==> src/rtl/fft_radix2_iter.sv <==
// fft_radix2_iter: iterative in-place radix-2 DIT FFT with one shared butterfly.
// Samples land in bit-reversed order; bins stream out in natural order.
module fft_radix2_iter #(
  parameter int N_POINTS = 8,
  parameter int DATA_W   = 16,
  parameter int TW_FRAC  = 7
) (
  input  logic                        clk_i,
  input  logic                        reset_i,
  input  logic                        in_valid_i,
  output logic                        in_ready_o,
  input  logic [DATA_W-1:0]           in_re_i,
  input  logic [DATA_W-1:0]           in_im_i,
  output logic                        out_valid_o,
  input  logic                        out_ready_i,
  output logic [DATA_W-1:0]           out_re_o,
  output logic [DATA_W-1:0]           out_im_o,
  output logic [$clog2(N_POINTS)-1:0] out_index_o,
  output logic                        busy_o,
  output logic                        done_o
);

  localparam int LW   = $clog2(N_POINTS);
  localparam int HALF = N_POINTS / 2;
  localparam int CW   = TW_FRAC + 2;
  localparam int PW   = DATA_W + CW + 1;
  localparam int SW   = PW + 1;
  localparam int FB   = 28;
  localparam longint SCALE = 64'sd1 <<< FB;
  localparam longint PI_S  = 64'sd843314857;

  typedef enum logic [1:0] {
    S_IDLE, S_LOAD, S_CALC, S_UNLOAD
  } state_t;

  // Fixed-point Taylor series keeps the ROM build free of real arithmetic.
  function automatic longint tw_calc(input int k, input bit want_sin);
    longint th, term, acc, den;
    th   = (2 * PI_S * k) / N_POINTS;
    term = want_sin ? th : SCALE;
    acc  = term;
    for (int i = 1; i < 14; i++) begin
      den  = want_sin ? longint'((2*i) * (2*i+1))
                      : longint'((2*i-1) * (2*i));
      term = (term * th) / SCALE;
      term = (term * th) / SCALE;
      term = -term / den;
      acc  = acc + term;
    end
    if (want_sin) acc = -acc;
    return ((acc <<< TW_FRAC) + (SCALE >>> 1)) >>> FB;
  endfunction

  function automatic logic [LW-1:0] bitrev(input logic [LW-1:0] x);
    logic [LW-1:0] r;
    r = '0;
    for (int i = 0; i < LW; i++) r[i] = x[LW-1-i];
    return r;
  endfunction

  function automatic logic [DATA_W-1:0] sat(input logic signed [SW-1:0] x);
    logic signed [SW-1:0] hi, lo;
    hi = SW'({1'b0, {(DATA_W-1){1'b1}}});
    lo = ~hi;
    if (x > hi)      return hi[DATA_W-1:0];
    else if (x < lo) return lo[DATA_W-1:0];
    else             return x[DATA_W-1:0];
  endfunction

  logic signed [CW-1:0] tw_re [HALF];
  logic signed [CW-1:0] tw_im [HALF];

  for (genvar g = 0; g < HALF; g++) begin : g_tw
    localparam logic signed [CW-1:0] WR = CW'(tw_calc(g, 1'b0));
    localparam logic signed [CW-1:0] WI = CW'(tw_calc(g, 1'b1));
    assign tw_re[g] = WR;
    assign tw_im[g] = WI;
  end

  logic signed [DATA_W-1:0] mem_re [N_POINTS];
  logic signed [DATA_W-1:0] mem_im [N_POINTS];

  state_t            state_q, state_d;
  logic [LW-1:0]     cnt_q, cnt_d;
  logic [LW-2:0]     bf_q, bf_d;
  logic [LW-1:0]     st_q, st_d;
  logic              ov_q, ov_d;
  logic [DATA_W-1:0] ore_q, ore_d;
  logic [DATA_W-1:0] oim_q, oim_d;
  logic              done_q, done_d;

  logic [LW-1:0] bx, span, lo_mask, a_addr, b_addr;
  logic [LW-2:0] k_idx;

  // Butterfly b of stage st: insert a zero at bit st to get the A address.
  always_comb begin
    span    = LW'(1) << st_q;
    lo_mask = span - LW'(1);
    bx      = {1'b0, bf_q};
    a_addr  = ((bx & ~lo_mask) << 1) | (bx & lo_mask);
    b_addr  = a_addr | span;
    k_idx   = (LW-1)'((bx & lo_mask) << (LW - 1 - int'(st_q)));
  end

  logic signed [DATA_W-1:0] a_re, a_im, b_re, b_im;
  logic signed [CW-1:0]     w_re, w_im;
  logic signed [PW-1:0]     t_re, t_im;
  logic signed [SW-1:0]     s_re, s_im, d_re, d_im;

  always_comb begin
    a_re = mem_re[a_addr];
    a_im = mem_im[a_addr];
    b_re = mem_re[b_addr];
    b_im = mem_im[b_addr];
    w_re = tw_re[k_idx];
    w_im = tw_im[k_idx];
    t_re = (PW'(b_re) * PW'(w_re) - PW'(b_im) * PW'(w_im)) >>> TW_FRAC;
    t_im = (PW'(b_re) * PW'(w_im) + PW'(b_im) * PW'(w_re)) >>> TW_FRAC;
    s_re = (SW'(a_re) + SW'(t_re)) >>> 1;
    s_im = (SW'(a_im) + SW'(t_im)) >>> 1;
    d_re = (SW'(a_re) - SW'(t_re)) >>> 1;
    d_im = (SW'(a_im) - SW'(t_im)) >>> 1;
  end

  logic ld_fire, out_fire;

  always_comb begin
    state_d = state_q;
    cnt_d   = cnt_q;
    bf_d    = bf_q;
    st_d    = st_q;
    ov_d    = ov_q;
    ore_d   = ore_q;
    oim_d   = oim_q;
    done_d  = 1'b0;
    ld_fire  = in_valid_i &&
               (state_q == S_IDLE || state_q == S_LOAD);
    out_fire = ov_q && out_ready_i;
    unique case (state_q)
      S_IDLE, S_LOAD: begin
        if (ld_fire) begin
          cnt_d   = cnt_q + LW'(1);
          state_d = (cnt_q == LW'(N_POINTS - 1)) ? S_CALC : S_LOAD;
        end
      end
      S_CALC: begin
        bf_d = bf_q + (LW-1)'(1);
        if (bf_q == (LW-1)'(HALF - 1)) begin
          st_d = st_q + LW'(1);
          if (st_q == LW'(LW - 1)) begin
            st_d    = '0;
            state_d = S_UNLOAD;
          end
        end
      end
      S_UNLOAD: begin
        // Output registers add the one-cycle gap before the first bin.
        if (!ov_q) begin
          ov_d  = 1'b1;
          ore_d = mem_re[cnt_q];
          oim_d = mem_im[cnt_q];
        end else if (out_fire) begin
          cnt_d = cnt_q + LW'(1);
          ore_d = mem_re[cnt_d];
          oim_d = mem_im[cnt_d];
          if (cnt_q == LW'(N_POINTS - 1)) begin
            ov_d    = 1'b0;
            done_d  = 1'b1;
            state_d = S_IDLE;
          end
        end
      end
      default: state_d = S_IDLE;
    endcase
  end

  always_ff @(posedge clk_i) begin
    if (reset_i) begin
      state_q <= S_IDLE;
      cnt_q   <= '0;
      bf_q    <= '0;
      st_q    <= '0;
      ov_q    <= 1'b0;
      ore_q   <= '0;
      oim_q   <= '0;
      done_q  <= 1'b0;
    end else begin
      state_q <= state_d;
      cnt_q   <= cnt_d;
      bf_q    <= bf_d;
      st_q    <= st_d;
      ov_q    <= ov_d;
      ore_q   <= ore_d;
      oim_q   <= oim_d;
      done_q  <= done_d;
    end
  end

  always_ff @(posedge clk_i) begin
    if (ld_fire) begin
      mem_re[bitrev(cnt_q)] <= in_re_i;
      mem_im[bitrev(cnt_q)] <= in_im_i;
    end else if (state_q == S_CALC) begin
      mem_re[a_addr] <= sat(s_re);
      mem_im[a_addr] <= sat(s_im);
      mem_re[b_addr] <= sat(d_re);
      mem_im[b_addr] <= sat(d_im);
    end
  end

  assign in_ready_o  = (state_q == S_IDLE) || (state_q == S_LOAD);
  assign busy_o      = (state_q == S_CALC) || (state_q == S_UNLOAD);
  assign out_valid_o = ov_q;
  assign out_re_o    = ore_q;
  assign out_im_o    = oim_q;
  assign out_index_o = (state_q == S_UNLOAD) ? cnt_q : '0;
  assign done_o      = done_q;

endmodule
==> config.mk <==
export PLATFORM = sky130hd
export DESIGN_NAME = fft_radix2_iter
export DESIGN_NICKNAME = d
export VERILOG_FILES = /design/src/rtl/fft_radix2_iter.sv
export SDC_FILE = /design/constraint.sdc
export NUM_CORES = 2
export LEC_CHECK = 0
export ABC_AREA = 1
export BUFFER_PORTS_ARGS = -buffer_cell sky130_fd_sc_hd__buf_4
export CAP_MARGIN = 10
export CORE_ASPECT_RATIO = 0.9
export CORE_MARGIN = 3
export CORE_UTILIZATION = 35
export CTS_BUF_LIST = sky130_fd_sc_hd__clkbuf_4
export DETAILED_ROUTE_END_ITERATION = 16
export PLACE_DENSITY = 0.55
export SYNTH_ARGS = -nofsm -noshare
export SYNTH_HDL_FRONTEND = slang
export SYNTH_SLANG_ARGS = --single-unit
==> constraint.sdc <==
create_clock -name clk_i -period 12.2 [get_ports clk_i]
set_input_delay 2.44 -clock clk_i [delete_from_list [all_inputs] [get_ports clk_i]]
set_output_delay 2.44 -clock clk_i [all_outputs]
set_load 0.005 [all_outputs]
==> impl_metrics.tcl <==
set metrics [dict create \
    run_status "finished with violations" \
    failed_checks "max-capacitance violations, max-slew violations" \
    route.detailed.drc 0 \
    worst_ep_required_time_ns 12.90 \
    finalSetupViolCount 0 \
    post_drt_wl_per_cell_um 23.5 \
    grt_pass1_vias 39246 \
    die-area_um2 126000 \
    start_util_pct 35.3 \
    dp_hpwl_um 125000 \
    gp_congestion 0.971 \
    drv_slew 3 \
    die_w_um 375 \
    period_needed_ns 11.79 \
    synth_top_area_cell "fa_1" \
    synth_area_leaders "fa_1, edfxtp_1, ha_1, nand2_1, o21ai_0" \
    synth_edf_count 256 \
    rr_startpoint "st_q[0]" \
    dr.pass1.iters 7 \
    synth_top_area_share_pct 18.8 \
    worst_pin_slew_ns 1.51 \
    drt_iter0_markers 5172 \
    ant_nets 0 \
    r2r_cells 49 \
    hold_viol_final 0 \
    fmax_ghz 0.0848 \
    grt_pass1_wl_um 256000 \
    hold_start "cnt_q[2]" \
    grt_max_degree 102 \
    r2r-end "mem_im[4][4]" \
    cap_violations 1 \
    cts_sinks 303 \
    yosys_warnings 0 \
    cts-root-buf "clkbuf_4" \
    async_flop_share_pct 0 \
    path_max_fanout 101 \
    crit_top_cell "nand2_1" \
    ys_types 60 \
    port_buffers 74 \
    clk_pin_slew_worst_paths_ns 0.07 \
    cp_top_family "adder cells" \
    ff2ff_setup_slack_ns 0.41 \
    grt-busiest-layer "met2" \
    syn_area_um2 42800 \
    core_um2 121000 \
    critPathArrivalTime_ns 12.48 \
    fp.dieH_um 338 \
    antenna_found_initial 6 \
    cts_tree "done" \
    cts_buffers 87 \
    startpoint_type "flop" \
    final_core_util_pct 38.2 \
    fin_skew_ns 0.0905 \
    area_delta_synth_final_pct 8.23 \
    cts_setup_buffers 0 \
    clockBufferDepth 3 \
    grt.overflow.total 0 \
    slew_headroom_pct -1.65 \
    max_stage_delay_ns 0.54 \
    grt_util_met3_pct 5.12 \
    min_path_type "flop to flop" \
    clk_latency_ns 0.89 \
    cp-end-kind "flop" \
    vias_per_cell 5.61 \
    grt_util_all_layers_pct 27.1 \
    avgSynthCellArea_um2 7.36 \
    htree_levels 3 \
    yosysMostFrequentCell "nand2_1" \
    grt_util_met1_pct 37.9 \
    drive_gt1_share_pct 8.97 \
    synthTopCellsByCount "nand2_1, inv_1, o21ai_0, nor2_1, fa_1" \
    vias 41636 \
    grt_use_met2_pct 41.4 \
    syn_inst 5809 \
    io_pins 75 \
    layout.nets 6516 \
    final.fill_count 12795 \
    min_period_over_period_pct 96.6 \
    hold_buffers 0 \
    worstSetupPathType "flop to flop" \
    crit_buf_inv 7 \
    routed_wl_um 174000 \
    min_delay_path_depth 2 \
    placementRows 121 \
    cts_resized 0 \
    synth_seq_area_share_pct 20.2 \
    hold_slack_ns 0.518 \
    ys.flop_type "edfxtp_1" \
    critPathSlowestCell "fa_1" \
    ys_seq_elements 303 \
]
==> worst max path at each step <==
stage               cells past startpoint             to  slack, ns    start
finish                                 49   mem_im[4][4]       0.41  st_q[0]
global route                           50   mem_im[4][4]     -0.009  st_q[0]
CTS                                    52   mem_re[4][2]       0.39  st_q[0]
detailed placement                     52   mem_re[1][2]       0.40  st_q[0]
global placement                       42  mem_im[6][10]       0.54  st_q[0]
floorplan                              52   mem_re[0][8]       1.98  st_q[0]
==> cells by family after synthesis <==
kind of cell	count (synthesis)	share of synthesized area (%)
compound gates	1363	17.7
xor+xnor	120	2.46
fa+ha+maj	731	28.4
buf+inv	1248	11.1
flops	303	20.2
mux	3	0.0702
other cells	2	0.0176
simple gates	2039	20.0
==> sequential cells by signal (all words and copies together), names as in the netlist, named ones only <==
signal / cells
mem_re: 128
bf_q: 2
cnt_q: 3
out_im_o: 16
st_q: 3
state_q: 2
done_o: 1
out_valid_o: 1
out_re_o: 16
mem_im: 128
==> area by class of cell <==
class                   count  area [µm²]  area share (%)
clock buffers             132         991            2.14
flip-flops and latches    303        8640            18.7
well taps                1599        2000            4.32
multi-input cells        4259       29600            64.0
diodes                      4        10.0          0.0216
repair buffers            190        1440            3.11
clock inverters            28         159           0.343
inverters                 908        3420            7.38
==> through the flow <==
step	cells	worst slack (ns)	setup TNS, ns	instance area, µm²
2_1_floorplan	5810	1.98	0	42800
3_3_place_gp	7258	0.538	0	45000
3_5_place_dp	7258	0.403	0	45000
4_1_cts	7418	0.391	0	46200
5_1_grt	7420	-0.00885	-0.00885	46300
6_report	7423	0.413	0	46300
==> layout by cell type, fill, tap and decap left out, types with 22 or more instances in the layout <==
cell / count
o21ai_1: 35
xnor2_1: 23
xor2_1: 93
inv_2: 23
a22oi_1: 28
inv_1: 876
nand3_1: 366
o211ai_1: 70
fa_1: 401
a21oi_1: 390
ha_1: 326
a221oi_1: 22
nand2_1: 1050
a211oi_1: 25
nor3_1: 23
clkinv_1: 24
buf_4: 189
o21ai_0: 654
nor2_1: 445
nand2_2: 52
clkbuf_4: 132
edfxtp_1: 256
dfxtp_1: 43
or2_2: 34
o31ai_1: 53
==> layer usage <==
metal / wire length [µm] / share of wire [%]
met1: 73500 / 42
met2: 74600 / 43
met3: 18900 / 11
met4: 7300 / 4.2
met5: 15 / 0.0086
==> worst reg2reg max path, delay by kind of cell (launching register included) <==
family	cells	cell delay, ns
fa+ha+maj	10	4.51
simple gates	25	4.03
buf+inv	7	1.28
compound gates	6	1.08
flops	1	0.41
xor+xnor	1	0.35
Power is not shown: default switching activity piles up to over one toggle a cycle in this logic, so the estimate is an artifact.
